==> config.mk <==
export PLATFORM = sky130hd
export DESIGN_NAME = ram_arbiter_flat
export DESIGN_NICKNAME = d
export VERILOG_FILES = /design/src/rtl/ram_arb_pkg.sv /design/src/rtl/ram_arbiter_if.sv /design/src/rtl/ram_arbiter_rr_pick2.sv /design/src/rtl/ram_arbiter.sv /design/src/flat_wrapper.sv
export SDC_FILE = /design/constraint.sdc
export NUM_CORES = 1
export LEC_CHECK = 0
export CAP_MARGIN = 40
export CORE_UTILIZATION = 43
export CTS_CLUSTER_DIAMETER = 30
export DETAILED_ROUTE_END_ITERATION = 16
export PLACE_DENSITY = 0.91
export SLEW_MARGIN = 25
export SYNTH_ARGS = -nofsm -noshare
export SYNTH_HDL_FRONTEND = slang
export SYNTH_SLANG_ARGS = --single-unit
==> constraint.sdc <==
create_clock -name clk -period 4.7 [get_ports clk]
set_clock_uncertainty 0.2 [all_clocks]
set_input_delay 0.94 -clock clk [delete_from_list [all_inputs] [get_ports clk]]
set_output_delay 0.94 -clock clk [all_outputs]
set_load 0.02 [all_outputs]
==> src/rtl/ram_arb_pkg.sv <==
// Shared types and constants for the shared-RAM arbiter: FSM states,
// requester identifiers and the width of the access-length counter.
package ram_arb_pkg;

  typedef enum logic [1:0] {
    IDLE   = 2'd0,
    ACCESS = 2'd1,
    DONE   = 2'd2
  } state_t;

  localparam logic OWN_CPU = 1'b0;
  localparam logic OWN_IO  = 1'b1;

  localparam int CNT_W = 4;

endpackage

==> src/rtl/ram_arbiter_if.sv <==
// Requester and RAM-side signal bundle for ram_arbiter.
// The slave modport is the arbiter; the master modport is the surrounding system.
interface ram_arbiter_if #(
  parameter int AW = 8,
  parameter int DW = 8
);
  logic [1:0]    req;
  logic [1:0]    wr;
  logic [AW-1:0] addr0;
  logic [AW-1:0] addr1;
  logic [DW-1:0] wdata0;
  logic [DW-1:0] wdata1;
  logic [1:0]    ack;
  logic [DW-1:0] rdata;
  logic          busy;
  logic          ram_cs;
  logic          ram_rd;
  logic          ram_wr;
  logic [AW-1:0] ram_addr;
  logic [DW-1:0] ram_wdata;
  logic [DW-1:0] ram_rdata;

  modport master (
    output req, wr, addr0, addr1, wdata0, wdata1, ram_rdata,
    input  ack, rdata, busy, ram_cs, ram_rd, ram_wr, ram_addr, ram_wdata
  );

  modport slave (
    input  req, wr, addr0, addr1, wdata0, wdata1, ram_rdata,
    output ack, rdata, busy, ram_cs, ram_rd, ram_wr, ram_addr, ram_wdata
  );
endinterface

==> src/rtl/ram_arbiter_rr_pick2.sv <==
// Combinational two-way round-robin picker: a lone request wins outright,
// a tie goes to whichever requester was not granted last.
module rr_pick2 (
  input  logic [1:0] req,
  input  logic       last,
  output logic       valid,
  output logic       winner
);
  always_comb begin
    valid  = |req;
    winner = req[1] & (~req[0] | ~last);
  end
endmodule

==> src/rtl/ram_arbiter.sv <==
// Shared data RAM arbiter: grants the CPU or IO engine one fixed-length RAM
// access at a time, then pulses ack to the owner for a single cycle.
module ram_arbiter
  import ram_arb_pkg::*;
#(
  parameter int AW          = 8,
  parameter int DW          = 8,
  parameter int WAIT_CYCLES = 2
) (
  input  logic          clk,
  input  logic          rst,
  ram_arbiter_if.slave  bus
);

  localparam logic [CNT_W-1:0] CNT_LOAD = CNT_W'(WAIT_CYCLES - 1);

  state_t            state_reg;
  logic              last_reg;
  logic              owner_reg;
  logic              wr_reg;
  logic [CNT_W-1:0]  cnt_reg;
  logic [AW-1:0]     addr_reg;
  logic [DW-1:0]     wdata_reg;
  logic [DW-1:0]     rdata_reg;
  logic [1:0]        ack_reg;

  logic              pick_valid;
  logic              pick_winner;

  rr_pick2 u_pick (
    .req    (bus.req),
    .last   (last_reg),
    .valid  (pick_valid),
    .winner (pick_winner)
  );

  always_ff @(posedge clk or posedge rst) begin
    if (rst) begin
      state_reg <= IDLE;
      last_reg  <= OWN_IO;
      owner_reg <= OWN_CPU;
      wr_reg    <= 1'b0;
      cnt_reg   <= '0;
      addr_reg  <= '0;
      wdata_reg <= '0;
      rdata_reg <= '0;
      ack_reg   <= '0;
    end else begin
      ack_reg <= '0;
      case (state_reg)
        IDLE: begin
          if (pick_valid) begin
            owner_reg <= pick_winner;
            last_reg  <= pick_winner;
            wr_reg    <= bus.wr[pick_winner];
            addr_reg  <= pick_winner ? bus.addr1 : bus.addr0;
            wdata_reg <= pick_winner ? bus.wdata1 : bus.wdata0;
            cnt_reg   <= CNT_LOAD;
            state_reg <= ACCESS;
          end
        end
        ACCESS: begin
          if (cnt_reg != '0) begin
            cnt_reg <= cnt_reg - CNT_W'(1);
          end else begin
            if (!wr_reg) begin
              rdata_reg <= bus.ram_rdata;
            end
            ack_reg   <= owner_reg ? 2'b10 : 2'b01;
            // Address/data buses idle at zero outside the access window.
            addr_reg  <= '0;
            wdata_reg <= '0;
            state_reg <= DONE;
          end
        end
        DONE: begin
          state_reg <= IDLE;
        end
        default: begin
          state_reg <= IDLE;
        end
      endcase
    end
  end

  // Strobes decode straight from the state register so an asynchronous
  // reset drops them without waiting for a clock edge.
  assign bus.ram_cs    = (state_reg == ACCESS);
  assign bus.ram_rd    = (state_reg == ACCESS) & ~wr_reg;
  assign bus.ram_wr    = (state_reg == ACCESS) & wr_reg;
  assign bus.ram_addr  = addr_reg;
  assign bus.ram_wdata = wdata_reg;
  assign bus.rdata     = rdata_reg;
  assign bus.ack       = ack_reg;
  assign bus.busy      = (state_reg != IDLE);

endmodule

==> src/flat_wrapper.sv <==
// flat-port wrapper written by rule: the top's interface ports become plain ports
module ram_arbiter_flat import ram_arb_pkg::*;
#(
  parameter int AW          = 8,
  parameter int DW          = 8,
  parameter int WAIT_CYCLES = 2
)
  (clk, rst, bus_req, bus_wr, bus_addr0, bus_addr1, bus_wdata0, bus_wdata1, bus_ram_rdata, bus_ack, bus_rdata, bus_busy, bus_ram_cs, bus_ram_rd, bus_ram_wr, bus_ram_addr, bus_ram_wdata);
  ram_arbiter_if #(.AW(AW), .DW(DW)) bus_i ();
  input  logic clk;
  input  logic rst;
  input wire logic [$bits(bus_i.req)-1:0] bus_req;
  input wire logic [$bits(bus_i.wr)-1:0] bus_wr;
  input wire logic [$bits(bus_i.addr0)-1:0] bus_addr0;
  input wire logic [$bits(bus_i.addr1)-1:0] bus_addr1;
  input wire logic [$bits(bus_i.wdata0)-1:0] bus_wdata0;
  input wire logic [$bits(bus_i.wdata1)-1:0] bus_wdata1;
  input wire logic [$bits(bus_i.ram_rdata)-1:0] bus_ram_rdata;
  output wire logic [$bits(bus_i.ack)-1:0] bus_ack;
  output wire logic [$bits(bus_i.rdata)-1:0] bus_rdata;
  output wire logic [$bits(bus_i.busy)-1:0] bus_busy;
  output wire logic [$bits(bus_i.ram_cs)-1:0] bus_ram_cs;
  output wire logic [$bits(bus_i.ram_rd)-1:0] bus_ram_rd;
  output wire logic [$bits(bus_i.ram_wr)-1:0] bus_ram_wr;
  output wire logic [$bits(bus_i.ram_addr)-1:0] bus_ram_addr;
  output wire logic [$bits(bus_i.ram_wdata)-1:0] bus_ram_wdata;
  assign bus_i.req = bus_req;
  assign bus_i.wr = bus_wr;
  assign bus_i.addr0 = bus_addr0;
  assign bus_i.addr1 = bus_addr1;
  assign bus_i.wdata0 = bus_wdata0;
  assign bus_i.wdata1 = bus_wdata1;
  assign bus_i.ram_rdata = bus_ram_rdata;
  assign bus_ack = bus_i.ack;
  assign bus_rdata = bus_i.rdata;
  assign bus_busy = bus_i.busy;
  assign bus_ram_cs = bus_i.ram_cs;
  assign bus_ram_rd = bus_i.ram_rd;
  assign bus_ram_wr = bus_i.ram_wr;
  assign bus_ram_addr = bus_i.ram_addr;
  assign bus_ram_wdata = bus_i.ram_wdata;
  ram_arbiter #(.AW(AW), .DW(DW), .WAIT_CYCLES(WAIT_CYCLES)) u_core (.clk(clk), .rst(rst), .bus(bus_i));
endmodule
# After elaboration in Yosys (flattened, before gate mapping)
# Index checks and enable logic that the tools add are counted.
# totals
register_bits,35
latchBits,0
ramBits,0
romBits,0
in_bits,46
output_inout_bits,30
memories,0
# op_classes
n_addsub,1
n_mul,0
div_mod_pow,0
n_lt_le_gt_ge,1
n_eq_ne,4
shift,0
n_mux,18
bitwise,8
n_reduce_logical,10
# op_table
cell,count
8-bit two-way mux,5
8-bit one-hot mux with 2 select lines,2
2-bit two-way mux,5
3-bit AND reduction,3
4-bit two-way mux,2
4-bit one-hot mux with 2 select lines,1
"2-bit by 1-bit inequality test with 1-bit output, second input constant",2
1-bit inverter,4
2-bit one-hot mux with 2 select lines,1
2-bit AND reduction,2
2-bit nonzero test,2
4-bit nonzero test,1
"4-bit by 1-bit subtractor with 4-bit output, second input constant",1
1-bit AND,3
"2-bit by 1-bit equality test with 1-bit output, second input constant",1
2-bit zero test,1
"1-bit by 2-bit less-than comparator with 1-bit output, second input constant",1
1-bit two-way mux,2
"2-bit inequality test, second input constant",1
2-bit OR reduction,1
1-bit OR,1

# Depth between registers and ports, before layout
# depth
ltp_word,6
ltp_mapped,7
ltp_nobuf,5

# By module
# From an unflattened synthesis, not the netlist that was laid out.
# hier_totals
cells_unflattened,123
area_unflattened_um2,1627.8
# by_module_without_submodules
mod,instances,cells_each,area_per_inst_um2,seq_area_each_um2
ram_arbiter,1,121,1614.0,877.1
rr_pick2,1,2,13.8,0.0

# Worst setup path after synthesis
# OpenSTA, ideal clock, no wires.
# synth_timing
path_type,reg-to-output
startpoint,reg u_core.state_reg[0]
endpoint,out bus_ram_wr
arrival_ps,1183
t_required_ps,3560
setup_slack_ps,2377
path_stages_with_launch,5
cell_sequence,dfrtp_1 nand2b_1 clkbuf_1 inv_1 and2_1
# synth_between
elab_chain_cells,2
# synth_lines
item,line,rtl
"start, declared",ram_arbiter.sv:17,state_t state_reg;
"start signal, assigned",ram_arbiter.sv:39,state_reg <= IDLE;
"start signal, assigned",ram_arbiter.sv:59,state_reg <= ACCESS;
"start signal, assigned",ram_arbiter.sv:73,state_reg <= DONE;
2-bit by 1-bit equality test with 1-bit output,-,
via bus_ram_cs,flat_wrapper.sv:22,output wire logic [$bits(bus_i.ram_cs)-1:0] bus_ram_cs;
1-bit AND,ram_arbiter.sv:90,assign bus.ram_wr = (state_reg == ACCESS) & wr_reg;
"end, declared",flat_wrapper.sv:24,output wire logic [$bits(bus_i.ram_wr)-1:0] bus_ram_wr;
# The timed path passes the listed nets, and every way through them passes these cells.

# Final worst setup path
# layout_timing
startpoint,reg u_core.state_reg[0]
endpoint,out bus_busy
# layout_between
elab_chain_cells,1
# layout_lines
item,line,rtl
2-bit nonzero test,ram_arbiter.sv:95,assign bus.busy = (state_reg != IDLE);
"end, declared",flat_wrapper.sv:21,output wire logic [$bits(bus_i.busy)-1:0] bus_busy;
# No other way between the ends.

==> metrics.md <==
| Metric | Value |
|---|---|
| Yosys top cell area share | `0.5321` |
| Crit path buf inv count | `2` |
| Total negative slack | `0 ps` |
| CP startpoint kind | `flop` |
| Initial antenna violation count | `0` |
| Number of max-cap violations | `0` |
| Final ANT Viol Nets | `0` |
| Row cnt | `21` |
| Post-Layout Inst Area | `0.002495 mm2` |
| Critical Path Sink Type | `primary output` |
| Max-slew headroom | `0.4939` |
| Warning count from the yosys run | `0` |
| Share of layout cells above drive strength 1 | `0.1028` |
| Worst vdd ir | `282.3 uV` |
| Cts repair resizes | `0` |
| Die Y | `62.98 um` |
| Post-place setup slack | `approximately 1800 ps` |
| Leak pwr | `between 1 and 1.5 nW` |
| Drt wl/cell | `about 14 um` |
| CTS Buf Count | `5` |
| Core Area | `about 0.0034 mm2` |
| I/O pins | `76` |
| M1 GR Usage | `0.2431` |
| Met3 usage | `0.05839` |
| Die ar. | `0.003966 mm2` |
| GR Util met2 | `0.3401` |
| Vias | `1362` |
| GRT Total Usage | `0.2002` |
| RSZ-0062 raised after global routing | `false` |
| Post-Syn Instances | `approximately 140` |
| Worst Hold Path EP | `u_core.bus.ack[0]` |
| Hold Crit Start | `u_core.owner_reg` |
| # clock sinks | `35` |
| R2R Path Start | `u_core.cnt_reg[0]` |
| Syn_area_per_cell | `11.50 um2` |
| Finished Layout Cells | `260` |
| Final #Nets | `approximately 260` |
| Postcts setup bufs | `0` |
| H-tree depth | `2` |
| CTS tree | `done` |
| DRT iter0 DRCs | `52` |
| Hold_buf cts | `0` |
| GRT overflow | `0` |
| Pins Over Slew Limit | `0` |
| Crit path cell chain | `nor2_1 > inv_1 > clkdlybuf4s50_1` |
| Post-Route WL | `approximately 3600 um` |
| Worst skew pair latency | `roughly 280 ps` |
| Status | `complete, no violations` |
| CP delay by family, top | `buffers and inverters` |
| Largest area contributor in the netlist | `dfrtp_1` |
| Clk slew on worst S/H paths | `roughly 60 ps` |
| Die width | `around 63 um` |
| Hpwl dp | `~2600 um` |
| Gpl congestion | `~0.74` |
| Router iterations before antenna repair | `4` |
| Crit path required time | `3560 ps` |
| Worst hold path class | `flop to flop` |
| PwrDens | `641.5 mW/mm2` |
| Worst-Margin Slew | `757.3 ps` |
| Largest net degree at the start of global routing | `36` |
| Slowest CP cell | `clkdlybuf4s50_1` |
| Crit-path max cell delay | `640 ps` |
| Utilization after layout | `0.7248` |
| Busiest grt layer | `met2` |
| Final hold slack | `about 280 ps` |
| Root Driver | `clkbuf_8` |
| Hold depth | `1` |
| R2R setup slack | `about 2400 ps` |
| Vias in the first global route | `roughly 1400` |
| FF+latch count, synth | `35` |
| Mapped Nets | `187` |
| First-pass GRT wire length | `6189 um` |
| Final worst slack | `about 1600 ps` |
| Final setup vio count | `0` |
| Max Root-Sink Buffers | `2` |
| Placed Instance Area | `0.002395 mm2` |
| Mapped Area | `~0.0016 mm2` |
| Placed cells | `252` |
| Yosys cell types | `28` |
| Area Growth Syn to Fin | `56.02%` |
| Worst r2r path cells | `5` |
| Synth top area cells | `dfrtp_1 53%, mux2i_1 12%, o22ai_1 6.7%, o21ai_0 6.3%, mux2_2 5.6%` |
| Final Hold Viols | `0` |
| Starting Density | `0.4646` |
| Final Power | `around 1.6 mW` |
| Register area share after synthesis | `0.5485` |
| Drt drc | `0` |
| Reg-to-reg endpoint | `u_core.bus.ram_addr[1]` |
| Fmax | `between 300 and 400 MHz` |
| Crit Path Max Fanout | `21` |
| Worst Path Arrival | `slightly below 2000 ps` |
| Via density | `approximately 5.2` |
| Min Tclk post-route | `about 3100 ps` |
| Period utilization | `0.6624` |
| Crit path kind | `flop to primary output` |
| Antenna fix cells | `0` |
| Port bufs | `75` |
-- power breakdown --
group          leakage, nW  internal [mW]  switching, mW
sequential           0.432          0.445         0.0811
combinational        0.565          0.404          0.439
clock               0.0515          0.134         0.0979
-- layout make-up --
| class | count | area (um2) |
|---|---|---|
| clock buffer | 8 | 100.1 |
| tap | 46 | 57.56 |
| fill | 260 | 947.2 |
| inverter | 5 | 18.77 |
| sequential | 35 | 877.1 |
| multi-input combinational | 89 | 675.6 |
| timing repair buffer | 77 | 765.7 |
-- worst max path at each step --
stage                        startpoint                      end  slack [ps]  cells after the start
global route        u_core.state_reg[0]                 bus_busy        1470                      3
floorplan           u_core.state_reg[0]               bus_ram_wr        2380                      4
CTS                 u_core.state_reg[0]                 bus_busy        1590                      3
detailed placement           bus_req[1]   u_core.bus.ram_addr[1]        1780                      4
global placement             bus_req[1]  u_core.bus.ram_wdata[6]        1530                      4
finish              u_core.state_reg[0]                 bus_busy        1590                      3
-- Yosys cell counts --
library cell and n:
a21boi_0 1, a21oi_1 1, a22o_1 1, a31oi_1 1, and2_1 1, and3_1 1, buf_2 3, clkbuf_1 6
clkbuf_2 1, dfrtp_1 34, dfstp_2 1, ha_1 2, inv_1 5, mux2_1 1, mux2_2 8, mux2i_1 19
nand2b_1 1, nand3_1 3, nor2_1 4, nor2_2 1, nor3_1 2, nor3_4 1, nor3b_1 1, o21a_1 1
o21ai_0 20, o21ai_1 1, o22ai_1 17, or3b_1 1
-- cell families (layout without fill, tap and decap cells) --
kind of cell    after synthesis  after routing  share of synthesized area
compound gates               43             43                     0.1541
fa+ha+maj                     2              2                    0.01565
buf+inv                      15             90                    0.03834
flops                        35             35                     0.5485
mux                          28             28                     0.1823
simple gates                 16             16                    0.06104
-- routing by layer --
| layer | part of all wire | vias up | wire length, um |
|---|---|---|---|
| met5 | 0 | - | 0 |
| met4 | 0.0094 | 0 | 34 |
| met3 | 0.068 | 4 | 248 |
| met2 | 0.51 | 56 | 1857 |
| met1 | 0.41 | 648 | 1489 |
| li1 | - | 654 | - |
-- cells in the final DEF (no fill, tap or decap), types with 2 or more instances in the layout --
master           synthesis  layout
buf_4                    0       2
nor2_1                   4       4
nor3_1                   2       2
ha_1                     2       2
clkdlybuf4s50_1          0      75
o22ai_1                 17      17
inv_1                    5       5
dfrtp_1                 34      34
mux2i_1                 19      19
clkbuf_8                 0       7
nand3_1                  3       3
mux2_2                   8       8
o21ai_0                 20      20
-- worst register-to-register path: cells and delay by family, from the launching register on --
family | cells | cell delay, ps
AO/OA/AOI/OAI | 1 | 210
adder cells (fa/ha/maj) | 1 | 150
buffers and inverters | 1 | 90
flip-flops | 1 | 400
AND/OR/NAND/NOR | 2 | 1050
Power figures use the tool's default switching activity.
